File: config.mk
export PLATFORM = sky130hd
export DESIGN_NAME = sp_mem_rw_arb_flat
export DESIGN_NICKNAME = d
export VERILOG_FILES = /design/src/rtl/sp_mem_rw_arb_if.sv /design/src/rtl/sp_mem_rw_arb.sv /design/src/flat_wrapper.sv
export SDC_FILE = /design/constraint.sdc
export NUM_CORES = 1
export LEC_CHECK = 0
export CAP_MARGIN = 10
export CORE_AREA = 5 5 110 112
export DETAILED_ROUTE_END_ITERATION = 8
export DIE_AREA = 0 0 115 117
export HOLD_SLACK_MARGIN = 0.12
export PLACE_DENSITY_LB_ADDON = 0.05
export REMOVE_ABC_BUFFERS = 1
export SYNTH_ARGS = -nofsm -noshare
export SYNTH_HDL_FRONTEND = slang
export SYNTH_SLANG_ARGS = --single-unit
File: constraint.sdc
create_clock -name clk -period 5.6 [get_ports clk]
set_input_delay 1.12 -clock clk [delete_from_list [all_inputs] [get_ports clk]]
set_output_delay 1.12 -clock clk [all_outputs]
set_load 0.1 [all_outputs]
File: src/rtl/sp_mem_rw_arb_if.sv
// Request/response bundle between the requesters, the arbiter and the RAM.
// The slave modport is the arbiter's view; master is the requester/RAM side.
interface sp_mem_rw_arb_if #(
  parameter int DATA_WIDTH = 32,
  parameter int ADDR_WIDTH = 8
);
  logic                  wr_valid;
  logic                  wr_ready;
  logic [ADDR_WIDTH-1:0] wr_addr;
  logic [DATA_WIDTH-1:0] wr_data;
  logic                  rd_valid;
  logic                  rd_ready;
  logic [ADDR_WIDTH-1:0] rd_addr;
  logic                  rsp_valid;
  logic                  rsp_ready;
  logic [DATA_WIDTH-1:0] rsp_data;
  logic                  mem_we;
  logic [ADDR_WIDTH-1:0] mem_addr;
  logic [DATA_WIDTH-1:0] mem_din;
  logic [DATA_WIDTH-1:0] mem_dout;

  modport slave (
    input  wr_valid, wr_addr, wr_data,
    input  rd_valid, rd_addr, rsp_ready, mem_dout,
    output wr_ready, rd_ready, rsp_valid, rsp_data,
    output mem_we, mem_addr, mem_din
  );

  modport master (
    output wr_valid, wr_addr, wr_data,
    output rd_valid, rd_addr, rsp_ready, mem_dout,
    input  wr_ready, rd_ready, rsp_valid, rsp_data,
    input  mem_we, mem_addr, mem_din
  );
endinterface

File: src/rtl/sp_mem_rw_arb.sv
// Write/read merge onto a single-port RAM with a 3-entry response buffer.
// SP_MEM_ARB_WR_PRIO_EN: fixed write priority instead of round-robin.
module sp_mem_rw_arb #(
  parameter int DATA_WIDTH = 32,
  parameter int ADDR_WIDTH = 8
) (
  input logic clk,
  input logic rst_n,
  sp_mem_rw_arb_if.slave bus
);

  logic [1:0] occ_q, occ_d;
  logic [1:0] wptr_q, wptr_d;
  logic [1:0] rptr_q, rptr_d;
  logic       inflight_q, inflight_d;
  logic [DATA_WIDTH-1:0] buf_q [3];

  logic [2:0] credit;
  logic       rd_elig, wr_elig;
  logic       wr_gnt, rd_gnt;
  logic       push, pop;

  // Buffer slots already owned plus the one read whose data is on mem_dout
  assign credit  = {1'b0, occ_q} + {2'b00, inflight_q};
  assign rd_elig = bus.rd_valid && (credit < 3'd3);
  assign wr_elig = bus.wr_valid;

`ifdef SP_MEM_ARB_WR_PRIO_EN
  always_comb begin
    wr_gnt = rst_n && wr_elig;
    rd_gnt = rst_n && rd_elig && !wr_elig;
  end
`else
  logic rr_rd_q, rr_rd_d;

  always_comb begin
    wr_gnt  = rst_n && wr_elig && (!rd_elig || !rr_rd_q);
    rd_gnt  = rst_n && rd_elig && (!wr_elig || rr_rd_q);
    rr_rd_d = rr_rd_q;
    if (wr_elig && rd_elig) rr_rd_d = ~rr_rd_q;
  end

  always_ff @(posedge clk or negedge rst_n) begin
    if (!rst_n) rr_rd_q <= 1'b0;
    else        rr_rd_q <= rr_rd_d;
  end
`endif

  assign bus.wr_ready = wr_gnt;
  assign bus.rd_ready = rd_gnt;
  assign bus.mem_we   = wr_gnt;
  assign bus.mem_addr = wr_gnt ? bus.wr_addr : bus.rd_addr;
  assign bus.mem_din  = bus.wr_data;

  assign push = inflight_q;
  assign pop  = bus.rsp_valid && bus.rsp_ready;

  always_comb begin
    inflight_d = rd_gnt;
    occ_d      = occ_q;
    wptr_d     = wptr_q;
    rptr_d     = rptr_q;
    if (push && !pop) occ_d = occ_q + 2'd1;
    if (pop && !push) occ_d = occ_q - 2'd1;
    if (push) wptr_d = (wptr_q == 2'd2) ? 2'd0 : wptr_q + 2'd1;
    if (pop)  rptr_d = (rptr_q == 2'd2) ? 2'd0 : rptr_q + 2'd1;
  end

  always_ff @(posedge clk or negedge rst_n) begin
    if (!rst_n) begin
      occ_q      <= 2'd0;
      wptr_q     <= 2'd0;
      rptr_q     <= 2'd0;
      inflight_q <= 1'b0;
    end else begin
      occ_q      <= occ_d;
      wptr_q     <= wptr_d;
      rptr_q     <= rptr_d;
      inflight_q <= inflight_d;
    end
  end

  // Payload needs no reset; occupancy alone qualifies it
  always_ff @(posedge clk) begin
    if (push) buf_q[wptr_q] <= bus.mem_dout;
  end

  assign bus.rsp_valid = (occ_q != 2'd0);
  assign bus.rsp_data  = buf_q[rptr_q];

endmodule

File: src/flat_wrapper.sv
// flat-port wrapper written by rule: the top's interface ports become plain ports
module sp_mem_rw_arb_flat 
#(
  parameter int DATA_WIDTH = 32,
  parameter int ADDR_WIDTH = 8
)
  (clk, rst_n, bus_wr_valid, bus_wr_addr, bus_wr_data, bus_rd_valid, bus_rd_addr, bus_rsp_ready, bus_mem_dout, bus_wr_ready, bus_rd_ready, bus_rsp_valid, bus_rsp_data, bus_mem_we, bus_mem_addr, bus_mem_din);
  sp_mem_rw_arb_if #(.DATA_WIDTH(DATA_WIDTH), .ADDR_WIDTH(ADDR_WIDTH)) bus_i ();
  input logic clk;
  input logic rst_n;
  input wire logic [$bits(bus_i.wr_valid)-1:0] bus_wr_valid;
  input wire logic [$bits(bus_i.wr_addr)-1:0] bus_wr_addr;
  input wire logic [$bits(bus_i.wr_data)-1:0] bus_wr_data;
  input wire logic [$bits(bus_i.rd_valid)-1:0] bus_rd_valid;
  input wire logic [$bits(bus_i.rd_addr)-1:0] bus_rd_addr;
  input wire logic [$bits(bus_i.rsp_ready)-1:0] bus_rsp_ready;
  input wire logic [$bits(bus_i.mem_dout)-1:0] bus_mem_dout;
  output wire logic [$bits(bus_i.wr_ready)-1:0] bus_wr_ready;
  output wire logic [$bits(bus_i.rd_ready)-1:0] bus_rd_ready;
  output wire logic [$bits(bus_i.rsp_valid)-1:0] bus_rsp_valid;
  output wire logic [$bits(bus_i.rsp_data)-1:0] bus_rsp_data;
  output wire logic [$bits(bus_i.mem_we)-1:0] bus_mem_we;
  output wire logic [$bits(bus_i.mem_addr)-1:0] bus_mem_addr;
  output wire logic [$bits(bus_i.mem_din)-1:0] bus_mem_din;
  assign bus_i.wr_valid = bus_wr_valid;
  assign bus_i.wr_addr = bus_wr_addr;
  assign bus_i.wr_data = bus_wr_data;
  assign bus_i.rd_valid = bus_rd_valid;
  assign bus_i.rd_addr = bus_rd_addr;
  assign bus_i.rsp_ready = bus_rsp_ready;
  assign bus_i.mem_dout = bus_mem_dout;
  assign bus_wr_ready = bus_i.wr_ready;
  assign bus_rd_ready = bus_i.rd_ready;
  assign bus_rsp_valid = bus_i.rsp_valid;
  assign bus_rsp_data = bus_i.rsp_data;
  assign bus_mem_we = bus_i.mem_we;
  assign bus_mem_addr = bus_i.mem_addr;
  assign bus_mem_din = bus_i.mem_din;
  sp_mem_rw_arb #(.DATA_WIDTH(DATA_WIDTH), .ADDR_WIDTH(ADDR_WIDTH)) u_core (.clk(clk), .rst_n(rst_n), .bus(bus_i));
endmodule
==> results.cfg <==
[worst_setup_path]
path_buf_inv = 1
critPathSlowestCell = clkdlybuf4s50_1
crit_chain = mux2i_1 -> o21ai_0 -> clkdlybuf4s50_1
endpoint_kind = primary output
startpoint_type = register
worstPathRequired_ps = 4480
cp_max_fo = 35
cp_top_family = buffers and inverters
crit_type = register to primary output
worstPathArrival_ps = 3060
crit_path_max_incr_delay_ps = 1200

[finish]
nets = 437
diodes = 0
ff_latch_area_sq_mm = 0.003085
drive_above_1_share_pct = 12.43
fillerInstances = 992
multi_input_area_sq_um = 915.9
area_growth_pct = 26.68
fin_util_pct = 48.97

[synthesis]
ys_ff_latch = 104
ys_seq_area_share_pct = 71.69
synthDistinctLibCells = 22
post_synth.cell_area_avg_sq_um = 15.20
netlist_instances = 283
syn_area_sq_mm = 0.004300
ys_warn_count = 0

[sta]
finalCriticalPeriod_ps = 4181
slew_viol_final = 0
tns_ps = 0
fin_crit_sh_pct = 74.65
worst_pin_slew_ps = 1074
finalSetupViolCount = 0
hold_viol_final = 0
clock_skew_ps = 8.852
fmax_mhz = 239.2
rsz0062_at_grt = no
slew_headroom_pct = 28.21

[floorplan]
fp.dieArea_sq_mm = 0.01346
design.core.area_sq_mm = 0.01113
std_cell_rows = 39
die_y_um = 117
die_w_um = 115
top_level_ports = 161
start_util_pct = 38.65

[clock_tree]
clock_path_buffers = 2
cts_resized = 0
cts_tree = done
cts_buffers = 9
clkTransAtPathRegs_ps = 60
htreeDepth = 3
cts_sinks = 104
clk_latency_ps = 330
clockRootBuffer = clkbuf_16
cts_hold_buf = 0
postCtsSetupBuffers = 0

[grt]
grt_start_max_net_pins = 68
grt_antenna_before_repair = 0
grt_usage_pct = 13.23
grt.overflow.total = 0
grt_pass1_wl_mm = 13.05
grt_pass1_vias = 2361

[drt]
via_per_inst = 4.779
dr.pass1.iters = 4
wirelength_mm = 8.789
drtIter0Drc = 102
post_drt_wl_per_cell_um = 17.68
drc = 0
ant_nets = 0
vias = 2375

[hold_path]
hp-class = register to register

[run_status]
status = finished clean

[power_and_ir_drop]
finalPower_uw = 3306
p_leak_uw = 0.001887
powerDensity_mw_per_mm2 = 606.8
p_clk_share_pct = 18.6
combPwrFrac_pct = 48.4
power_switching_uw = 1610
p_int_uw = 1696
ir_worst_vdd_uv = 368.9
p_sw_share_pct = 48.70
seqPwrFrac_pct = 33.1

[placement]
io_buffers = 96
finalWeightedCongestion = 0.6992
hpwl_mm = 5.728

[flow_run]
drv_cap = 0
-- state kept, by name, summed over array words and instances (netlist names) --
signal and count:
u_core.buf_q 96, u_core.occ_q 2, u_core.rptr_q 2, u_core.wptr_q 2, u_core.inflight_q 1, u_core.rr_rd_q 1
-- stage by stage --
stage,hold slack [ps],setup slack (ps),instance area [sq um],std cells
6_report,517.0,1419,5448,497
5_1_grt,537.3,1261,5448,497
4_1_cts,519.2,1327,5448,497
3_5_place_dp,508.0,1365,5151,481
3_3_place_gp,525.2,1447,5151,481
2_1_floorplan,476.9,911.6,3996,239
-- kinds of logic (layout without fill, tap and decap cells) --
logic type      after synthesis  after routing  share of synthesized area (%)
xor+xnor                      4              4                         0.8148
buf+inv                      48            119                          7.419
flops                       104            104                          71.69
mux                          40             40                          9.543
fa+ha+maj                     3              3                         0.8729
compound gates               39             39                          5.295
simple gates                 45             45                          4.364
-- power groups by stage --
stage               Combinational (uW)  Clock (uW)  Sequential (uW)
global route                      1670         671             1120
finish                            1600         614             1090
global placement                  1610           0             1120
detailed placement                1620           0             1120
floorplan                         1260           0             1070
CTS                               1620         632             1100
-- layout by cell type (no fill, tap or decap), types with 2 or more instances in the layout --
master / Yosys / layout
mux2i_1: 32 / 32
dfrtp_1: 8 / 6
dfrtp_2: 0 / 2
clkbuf_16: 0 / 9
xnor2_1: 3 / 3
a21o_1: 4 / 4
o21ai_0: 34 / 34
nand2_1: 34 / 34
edfxtp_1: 96 / 96
clkdlybuf4s50_1: 0 / 85
inv_1: 4 / 4
ha_1: 3 / 3
mux2_2: 8 / 8
clkinv_4: 0 / 2
buf_4: 36 / 14
nor2_1: 3 / 2
-- routing by layer --
layer / vias up / global-route usage, % / share of wire, %
met3: 8 / 6.735 / 11
met1: 1128 / 17.39 / 44
met2: 103 / 18.71 / 44
li1: 1136 / - / -
met4: 0 / 4.695 / 1.0
met5: - / 1.852 / 0
-- Yosys cell counts --
cell	n	area share, %
mux2i_1	32	7.4
nand4_1	1	0.15
buf_2	3	0.35
dfrtp_1	8	4.7
or2_2	1	0.15
o21ai_0	34	4.0
a21o_1	4	0.70
clkbuf_1	5	0.44
nand2_2	1	0.15
nand2_1	34	3.0
nor3b_1	2	0.35
nor2_1	3	0.26
ha_1	3	0.87
inv_1	4	0.35
edfxtp_1	96	67
nand3_1	1	0.12
buf_4	36	6.3
xnor2_1	3	0.61
nor3_1	2	0.23
a41oi_4	1	0.64
mux2_2	8	2.1
xor2_1	1	0.20
-- final cells by class --
| class | instances | area share (%) |
|---|---|---|
| Clock inverter | 6 | 1.240 |
| Multi-Input combinational cell | 131 | 16.81 |
| Tap cell | 143 | 3.284 |
| Sequential cell | 104 | 56.64 |
| Timing Repair Buffer | 99 | 17.55 |
| Clock buffer | 10 | 4.203 |
| Inverter | 4 | 0.2756 |
-- final timing paths --
kind,cells after the start,slack [ps],start,to
setup / recovery,3,1420,u_core.rptr_q[0],bus_rsp_data[10]
hold / removal,1,520,u_core.occ_q[1],u_core.occ_q[1]
setup reg to reg,3,3860,u_core.inflight_q,u_core.buf_q[1][9]
hold reg to reg,1,520,u_core.occ_q[1],u_core.occ_q[1]
max in group asynchronous,1,4160,rst_n,u_core.rptr_q[1]
min in group asynchronous,1,1100,rst_n,u_core.occ_q[0]
Power figures use the tool's default switching activity.
